### config.mk
export PLATFORM = sky130hd
export DESIGN_NAME = gpsreceiver2_sampler_flat
export DESIGN_NICKNAME = d
export VERILOG_FILES = /design/src/rtl/gpsreceiver2_sampler_pkg.sv /design/src/rtl/gpsreceiver2_sampler_if.sv /design/src/rtl/gpsreceiver2_fifo.sv /design/src/rtl/gpsreceiver2_sampler.sv /design/src/flat_wrapper.sv
export SDC_FILE = /design/constraint.sdc
export NUM_CORES = 1
export LEC_CHECK = 0
export CAP_MARGIN = 20
export CORE_AREA = 2 2 121 123
export DETAILED_ROUTE_END_ITERATION = 10
export DIE_AREA = 0 0 123 125
export HOLD_SLACK_MARGIN = 0.1
export PLACE_DENSITY = 0.83
export SLEW_MARGIN = 15
export SYNTH_ARGS = -nofsm -noshare
export SYNTH_HDL_FRONTEND = slang
export SYNTH_HIERARCHICAL = 1
export SYNTH_SLANG_ARGS = --single-unit
### constraint.sdc
create_clock -name sys_clk -period 4.74 [get_ports sys_clk]
set_input_delay 0.948 -clock sys_clk [delete_from_list [all_inputs] [get_ports sys_clk]]
set_output_delay 0.948 -clock sys_clk [all_outputs]
set_load 0.01 [all_outputs]
### src/rtl/gpsreceiver2_sampler_pkg.sv
`default_nettype none
// ============================================================================
//  Module   : gpsreceiver2_sampler_pkg
//  Purpose  : Shared sample/word geometry and FIFO entry type for the sampler.
//  Revision : 1.0
// ============================================================================
package gpsreceiver2_sampler_pkg;

    localparam int c_sample_w          = 2;
    localparam int c_samples_per_word  = 16;
    localparam int c_word_w            = c_sample_w * c_samples_per_word;
    localparam int c_count_w           = 11;
    localparam int c_default_epoch_len = 2046;

    typedef struct packed {
        logic                first;
        logic [c_word_w-1:0] data;
    } word_entry_t;

    // Sign lands in the odd bit, magnitude in the even bit of the slot.
    function automatic logic [c_word_w-1:0] place_sample(
        input logic       sign,
        input logic       mag,
        input logic [3:0] slot
    );
        logic [c_word_w-1:0] placed;
        placed = {{(c_word_w-2){1'b0}}, sign, mag};
        return placed << {slot, 1'b0};
    endfunction

endpackage
`default_nettype wire

### src/rtl/gpsreceiver2_sampler_if.sv
`default_nettype none
// ============================================================================
//  Module   : gpsreceiver2_sampler_if
//  Purpose  : Sample strobe input and packed-word valid/ready stream.
//  Revision : 1.0
// ============================================================================
interface gpsreceiver2_sampler_if;
    import gpsreceiver2_sampler_pkg::*;

    logic                sample_stb;
    logic                sample_sign;
    logic                sample_mag;
    logic                word_valid;
    logic                word_ready;
    logic [c_word_w-1:0] word_data;
    logic                word_first;

    modport master (
        output sample_stb, sample_sign, sample_mag, word_ready,
        input  word_valid, word_data, word_first
    );

    modport slave (
        input  sample_stb, sample_sign, sample_mag, word_ready,
        output word_valid, word_data, word_first
    );

endinterface
`default_nettype wire

### src/rtl/gpsreceiver2_fifo.sv
`default_nettype none
// ============================================================================
//  Module   : gpsreceiver2_fifo
//  Purpose  : Count-based synchronous word FIFO; a push into a full FIFO is
//             accepted when a pop happens in the same cycle.
//  Revision : 1.0
// ============================================================================
module gpsreceiver2_fifo
    import gpsreceiver2_sampler_pkg::*;
#(
    parameter int DEPTH = 4
) (
    input  wire logic  clk,
    input  wire logic  rst,
    input  wire logic  i_push,
    input  word_entry_t i_push_data,
    input  wire logic  i_pop,
    output logic       o_head_valid,
    output word_entry_t o_head_data,
    output logic       o_drop
);

    localparam int              c_ptr_w      = (DEPTH > 1) ? $clog2(DEPTH) : 1;
    localparam logic [c_ptr_w:0] c_full_count = (c_ptr_w+1)'(DEPTH);

    word_entry_t          r_mem [DEPTH];
    logic [c_ptr_w-1:0]   r_wr_ptr;
    logic [c_ptr_w-1:0]   r_rd_ptr;
    logic [c_ptr_w:0]     r_count;

    logic w_empty;
    logic w_full;
    logic w_do_pop;
    logic w_do_push;

    assign w_empty   = (r_count == '0);
    assign w_full    = (r_count == c_full_count);
    assign w_do_pop  = i_pop & ~w_empty;
    assign w_do_push = i_push & (~w_full | w_do_pop);

    always_ff @(posedge clk) begin
        if (rst) begin
            r_wr_ptr <= '0;
            r_rd_ptr <= '0;
            r_count  <= '0;
        end else begin
            if (w_do_push) begin
                r_wr_ptr <= r_wr_ptr + c_ptr_w'(1);
            end
            if (w_do_pop) begin
                r_rd_ptr <= r_rd_ptr + c_ptr_w'(1);
            end
            if (w_do_push & ~w_do_pop) begin
                r_count <= r_count + (c_ptr_w+1)'(1);
            end else if (~w_do_push & w_do_pop) begin
                r_count <= r_count - (c_ptr_w+1)'(1);
            end
        end
    end

    // Storage needs no reset: the head is only observed while the count is non-zero.
    always_ff @(posedge clk) begin
        if (w_do_push) begin
            r_mem[r_wr_ptr] <= i_push_data;
        end
    end

    assign o_head_valid = ~w_empty;
    assign o_head_data  = r_mem[r_rd_ptr];
    assign o_drop       = i_push & ~w_do_push;

endmodule
`default_nettype wire

### src/rtl/gpsreceiver2_sampler.sv
`default_nettype none
// ============================================================================
//  Module   : gpsreceiver2_sampler
//  Purpose  : Counts 2-bit samples modulo one epoch, packs 16 per word with an
//             epoch-aligned flush, and streams words out through a small FIFO.
//  Revision : 1.0
// ============================================================================
module gpsreceiver2_sampler
    import gpsreceiver2_sampler_pkg::*;
#(
    parameter int EPOCH_LEN  = c_default_epoch_len,
    parameter int FIFO_DEPTH = 4
) (
    input  wire logic                 sys_clk,
    input  wire logic                 sys_rst,
    input  wire logic                 enable,
    input  wire logic                 soft_reset,
    gpsreceiver2_sampler_if.slave     stream,
    output logic [c_count_w-1:0]      rx_count,
    output logic                      epoch,
    output logic                      overflow
);

    localparam logic [c_count_w-1:0] c_last_idx  = c_count_w'(EPOCH_LEN - 1);
    localparam logic [3:0]           c_last_slot = 4'(c_samples_per_word - 1);

    logic [c_count_w-1:0] r_rx_count;
    logic                 r_epoch;
    logic [3:0]           r_fill;
    logic [c_word_w-1:0]  r_pack;
    logic                 r_first_pending;
    logic                 r_done;
    word_entry_t          r_done_entry;
    logic                 r_overflow;

    logic                 w_clr;
    logic                 w_accept;
    logic                 w_wrap;
    logic                 w_word_done;
    logic [c_word_w-1:0]  w_pack_next;
    logic                 w_pop;
    logic                 w_head_valid;
    word_entry_t          w_head;
    logic                 w_drop;

    assign w_clr       = sys_rst | soft_reset;
    assign w_accept    = stream.sample_stb & enable & ~soft_reset;
    assign w_wrap      = (r_rx_count == c_last_idx);
    assign w_word_done = w_accept & ((r_fill == c_last_slot) | w_wrap);
    assign w_pack_next = r_pack | place_sample(stream.sample_sign, stream.sample_mag, r_fill);

    always_ff @(posedge sys_clk) begin
        if (w_clr) begin
            r_rx_count      <= '0;
            r_epoch         <= 1'b0;
            r_fill          <= '0;
            r_pack          <= '0;
            r_first_pending <= 1'b1;
            r_done          <= 1'b0;
            r_done_entry    <= '0;
            r_overflow      <= 1'b0;
        end else begin
            r_epoch <= w_accept & w_wrap;
            r_done  <= w_word_done;
            if (w_accept) begin
                r_rx_count <= w_wrap ? '0 : r_rx_count + c_count_w'(1);
                if (w_word_done) begin
                    r_done_entry.first <= r_first_pending;
                    r_done_entry.data  <= w_pack_next;
                    r_pack             <= '0;
                    r_fill             <= '0;
                    // A flush at the epoch's last sample makes the next word the epoch's first.
                    r_first_pending    <= w_wrap;
                end else begin
                    r_pack <= w_pack_next;
                    r_fill <= r_fill + 4'd1;
                end
            end
            if (w_drop) begin
                r_overflow <= 1'b1;
            end
        end
    end

    gpsreceiver2_fifo #(
        .DEPTH (FIFO_DEPTH)
    ) u_fifo (
        .clk          (sys_clk),
        .rst          (w_clr),
        .i_push       (r_done),
        .i_push_data  (r_done_entry),
        .i_pop        (w_pop),
        .o_head_valid (w_head_valid),
        .o_head_data  (w_head),
        .o_drop       (w_drop)
    );

    assign w_pop             = w_head_valid & stream.word_ready;
    assign stream.word_valid = w_head_valid;
    assign stream.word_data  = w_head_valid ? w_head.data : '0;
    assign stream.word_first = w_head_valid & w_head.first;

    assign rx_count = r_rx_count;
    assign epoch    = r_epoch;
    assign overflow = r_overflow;

endmodule
`default_nettype wire

### src/flat_wrapper.sv
// flat-port wrapper written by rule: the top's interface ports become plain ports
module gpsreceiver2_sampler_flat import gpsreceiver2_sampler_pkg::*;
#(
    parameter int EPOCH_LEN  = c_default_epoch_len,
    parameter int FIFO_DEPTH = 4
)
  (sys_clk, sys_rst, enable, soft_reset, rx_count, epoch, overflow, stream_sample_stb, stream_sample_sign, stream_sample_mag, stream_word_ready, stream_word_valid, stream_word_data, stream_word_first);
  gpsreceiver2_sampler_if stream_i ();
  input  wire logic sys_clk;
  input  wire logic sys_rst;
  input  wire logic enable;
  input  wire logic soft_reset;
  output logic [c_count_w-1:0] rx_count;
  output logic epoch;
  output logic overflow;
  input wire logic [$bits(stream_i.sample_stb)-1:0] stream_sample_stb;
  input wire logic [$bits(stream_i.sample_sign)-1:0] stream_sample_sign;
  input wire logic [$bits(stream_i.sample_mag)-1:0] stream_sample_mag;
  input wire logic [$bits(stream_i.word_ready)-1:0] stream_word_ready;
  output wire logic [$bits(stream_i.word_valid)-1:0] stream_word_valid;
  output wire logic [$bits(stream_i.word_data)-1:0] stream_word_data;
  output wire logic [$bits(stream_i.word_first)-1:0] stream_word_first;
  assign stream_i.sample_stb = stream_sample_stb;
  assign stream_i.sample_sign = stream_sample_sign;
  assign stream_i.sample_mag = stream_sample_mag;
  assign stream_i.word_ready = stream_word_ready;
  assign stream_word_valid = stream_i.word_valid;
  assign stream_word_data = stream_i.word_data;
  assign stream_word_first = stream_i.word_first;
  gpsreceiver2_sampler #(.EPOCH_LEN(EPOCH_LEN), .FIFO_DEPTH(FIFO_DEPTH)) u_core (.sys_clk(sys_clk), .sys_rst(sys_rst), .enable(enable), .soft_reset(soft_reset), .stream(stream_i), .rx_count(rx_count), .epoch(epoch), .overflow(overflow));
endmodule
==> results.rst <==
.. list-table::
   :header-rows: 1

   * - Metric
     - Value
   * - Drt via density
     - 6.12
   * - Via count of the first global-routing pass
     - 5270
   * - Sequential share of the synthesized area
     - between 60 and 70%
   * - Top Ports
     - 55
   * - Post-Synthesis Net Count
     - 629
   * - Final hold violation count
     - 0
   * - Actual slew at the worst max-slew pin
     - between 1 and 1.5 ns
   * - Total number of yosys warnings
     - 6
   * - Fin. max-slew vios
     - 0
   * - Drt pass-1 iters
     - 6
   * - Number of antenna violations at the first check in global routing
     - 0
   * - Area growth from synthesis to layout
     - 17.1%
   * - Xor and xnor fraction of the mapped netlist area
     - between 1.5 and 2%
   * - Setup TNS
     - 0 ns
   * - Clk buf depth
     - 3
   * - Worst-case hold path end point
     - u_core/r_pack[19]
   * - Post-Syn Area
     - 8770 um2
   * - Dominant combinational cell family by area after synthesis
     - simple AND/OR/NAND/NOR gates
   * - Number of distinct standard cells referenced by the synthesized netlist
     - 49
   * - Clock tree from TritonCTS
     - built
   * - Top_reg_cell synth
     - sky130_fd_sc_hd__edfxtp_1
   * - Remaining routing DRC violations
     - 0
   * - Worst min-delay path category
     - register to register
   * - Most frequent cells in the layout
     - 132 x sky130_fd_sc_hd__edfxtp_1, 92 x sky130_fd_sc_hd__dfxtp_1, 76 x sky130_fd_sc_hd__a21oi_1
   * - Register-to-Register Path Depth
     - 10
   * - Number of input and output port buffers inserted
     - 54
   * - Synth top area cells
     - sky130_fd_sc_hd__edfxtp_1 45%, sky130_fd_sc_hd__dfxtp_1 21%, sky130_fd_sc_hd__mux4_2 8.5%
   * - Tightest slew margin relative to the limit
     - 32.6%
   * - Routed wire length
     - 17500 um
   * - Number of enable-type register cells in the synthesized netlist
     - 132
   * - Multiplexer area fraction after synthesis
     - 8.88%
   * - Final setup violation count
     - 0
   * - CTS buffer count
     - 22
   * - Number of buffers added for setup after CTS
     - 0
   * - Maximum number of pins on one net before global-route repair
     - 36
   * - Worst path arrival time
     - approximately 2.5 ns
   * - Syn Inst Count
     - between 600 and 700
   * - Antenna cells
     - 0
   * - Global-route wire length before repair
     - 28000 um
   * - Async set-reset flop share out of synthesis
     - 0%
   * - Count of maximum capacitance violations
     - 0
   * - Detailed router's first-iteration violation count
     - 476
   * - Static Leakage
     - 3.69 nW
   * - Worst reg2reg endpoint
     - u_core/u_fifo/r_count[2]
   * - Number of nets with antenna violations after routing
     - 0
   * - Number of buffers inserted for hold repair after clock tree synthesis
     - 0
   * - Cell at the root of the clock tree
     - sky130_fd_sc_hd__clkbuf_16
   * - Resized Gates After CTS
     - 0
   * - Worst Setup Start Kind
     - register
   * - Average wire length per cell after detail routing
     - 20.3 um
   * - Synthesized-area fraction occupied by and/or/nand/nor cells
     - about a tenth
   * - Post-Syn Area per Cell
     - 14.3 um2
   * - Startpoint of the lowest-slack hold path
     - u_core/r_pack[19]
   * - Die Span X
     - between 100 and 150 um
   * - Period Utilization, post-route
     - 71.7%
   * - Startpoint of the lowest-slack register-to-register path
     - u_core/u_fifo/r_count[0]
   * - Critical Path Sink Type
     - output pin
   * - Number of cell rows
     - 44
   * - Worst vdd rail ir drop
     - 261 uV
   * - Estimated wirelength of the detail-placed design
     - approximately 10000 um
   * - Data required time at the worst endpoint
     - 3.79 ns
   * - Final-stage net count
     - 676
   * - Final RePlAce weighted congestion
     - 0.823
   * - Number of sinks driven by the clock tree
     - 225
   * - Synth Area in Compound Gates
     - 9.23%
   * - Area share of the largest cell type after synthesis
     - 45.2%
   * - Most common library cell in the layout ignoring fill and taps
     - sky130_fd_sc_hd__edfxtp_1
   * - Overflow left after global routing
     - 0
   * - Setup skew after layout
     - 0.0100 ns
   * - Die footprint
     - 15400 um2
   * - Maximum fanout along the worst path
     - 19
   * - Clock latency of the later-clocked register in the worst-skew pair
     - 0.49 ns
   * - Clock transition at the registers of the reported paths
     - 0.06 ns
   * - Die height
     - 125 um
   * - Setup repair after global routing missed its margin
     - false
   * - Adder and majority gate portion of the synthesized area
     - 1.37%
   * - Category of the critical setup timing path
     - register to output pin
   * - Layout cells sized above 1
     - between 10% and 20%
   * - Overall global routing resource usage
     - around a quarter
   * - Core Area
     - 14200 um2
   * - Total number of H-tree levels
     - 1
   * - Pwr per Cell Area
     - slightly below 400 nW/um2
   * - Cell type with the largest total area after synthesis
     - sky130_fd_sc_hd__edfxtp_1
   * - Number of stages on the worst hold path
     - 2
   * - Outcome
     - complete, no violations
   * - Post-synthesis register bit count
     - ~230
   * - Time the worst path needs with I/O delays and setup
     - 3.40 ns
   * - Register-to-register path setup slack
     - 1.57 ns
   * - Via Count
     - 5253
   * - Maximum operating frequency
     - 0.294 GHz
   * - Initial core utilization
     - 61.7%
   * - Final Power
     - 4.03 mW
-- area by class of cell --
type / count / area (um2)
clock buffer: 29 / 714
clock inverter: 11 / 131
fill: 893 / 3940
inverter: 8 / 30.0
multi-input combinational: 341 / 2740
sequential: 225 / 5830
tap: 184 / 230
timing repair buffer: 61 / 601
-- synth_stat cells, drive strengths merged (3+ instances only) --
| cell | instances |
|---|---|
| nand2b | 3 |
| ha | 8 |
| nor2 | 56 |
| edfxtp | 132 |
| xnor2 | 6 |
| buf | 21 |
| dfxtp | 93 |
| inv | 8 |
| o2bb2ai | 14 |
| nor3 | 4 |
| nand4 | 5 |
| a21oi | 76 |
| xor2 | 10 |
| and3 | 3 |
| nor3b | 3 |
| o31ai | 21 |
| and2 | 48 |
| or3 | 4 |
| clkbuf | 17 |
| nor2b | 9 |
| nand2 | 4 |
| mux4 | 33 |
| a31oi | 8 |
| nand3 | 7 |
-- report_power, final --
group	internal (mW)	switching, mW	leakage [nW]
Combinational	0.0149	0.0292	1.14
Clock	1.23	0.707	0.418
Sequential	2.05	0.00183	2.14
-- per-stage QoR --
stage                     util (%)  cells  cell area [um2]  setup slack, ns  hold WS, ns
after floorplan                  -    612             8770             2.11        0.429
after global placement        66.2    818             9400             1.42        0.446
after detailed placement      66.2    818             9400             1.26        0.457
after CTS                     72.1    858            10200             1.31        0.473
after global routing          72.3    859            10300             1.23        0.498
final                         72.3    859            10300             1.34        0.477
-- worst max path at each step --
stage	from	endpoint	slack [ns]	cells after the start
after global routing	register	stream_word_data[11]	1.23	4
final	register	stream_word_data[11]	1.34	4
after global placement	stream_sample_stb	u_core/r_fill[0]	1.42	6
after CTS	register	stream_word_data[11]	1.31	4
after floorplan	stream_word_ready	u_core/u_fifo/r_count[2]	2.11	10
after detailed placement	stream_word_ready	u_core/u_fifo/r_count[2]	1.26	10
-- logic make-up after synthesis --
logic type               Yosys count
AND/OR/NAND/NOR                  155
buffers and inverters             46
AO/OA/AOI/OAI                    125
flip-flops                       225
XOR/XNOR                          16
adder cells (fa/ha/maj)            9
multiplexers                      36
-- metal layers --
layer,track usage (%),vias to the layer above,routed length (um)
met5,0,-,0
met4,6.62,0,352
met3,3.65,41,935
met2,38.0,202,8680
met1,32.8,2629,7510
li1,-,2381,-
-- state kept, by name, indices dropped and copies added, names as in the netlist, named ones only --
| register | cells |
|---|---|
| u_core/r_pack | 32 |
| u_core/r_done | 1 |
| u_core/u_fifo/r_count | 3 |
| u_core/rx_count | 11 |
| u_core/u_fifo/r_wr_ptr | 2 |
| u_core/r_done_entry | 33 |
| u_core/r_fill | 4 |
| u_core/u_fifo/r_rd_ptr | 2 |
| u_core/epoch | 1 |
| u_core/u_fifo/r_mem | 132 |
| u_core/r_first_pending | 1 |
| u_core/overflow | 1 |
-- worst max-delay path: stages, from the launching register on --
cell and delay, ns:
sky130_fd_sc_hd__dfxtp_2 0.33, sky130_fd_sc_hd__buf_4 0.36, sky130_fd_sc_hd__mux4_2 0.58, sky130_fd_sc_hd__and2_1 0.18
sky130_fd_sc_hd__clkdlybuf4s50_1 0.49
(Power assumes the default switching activity.)
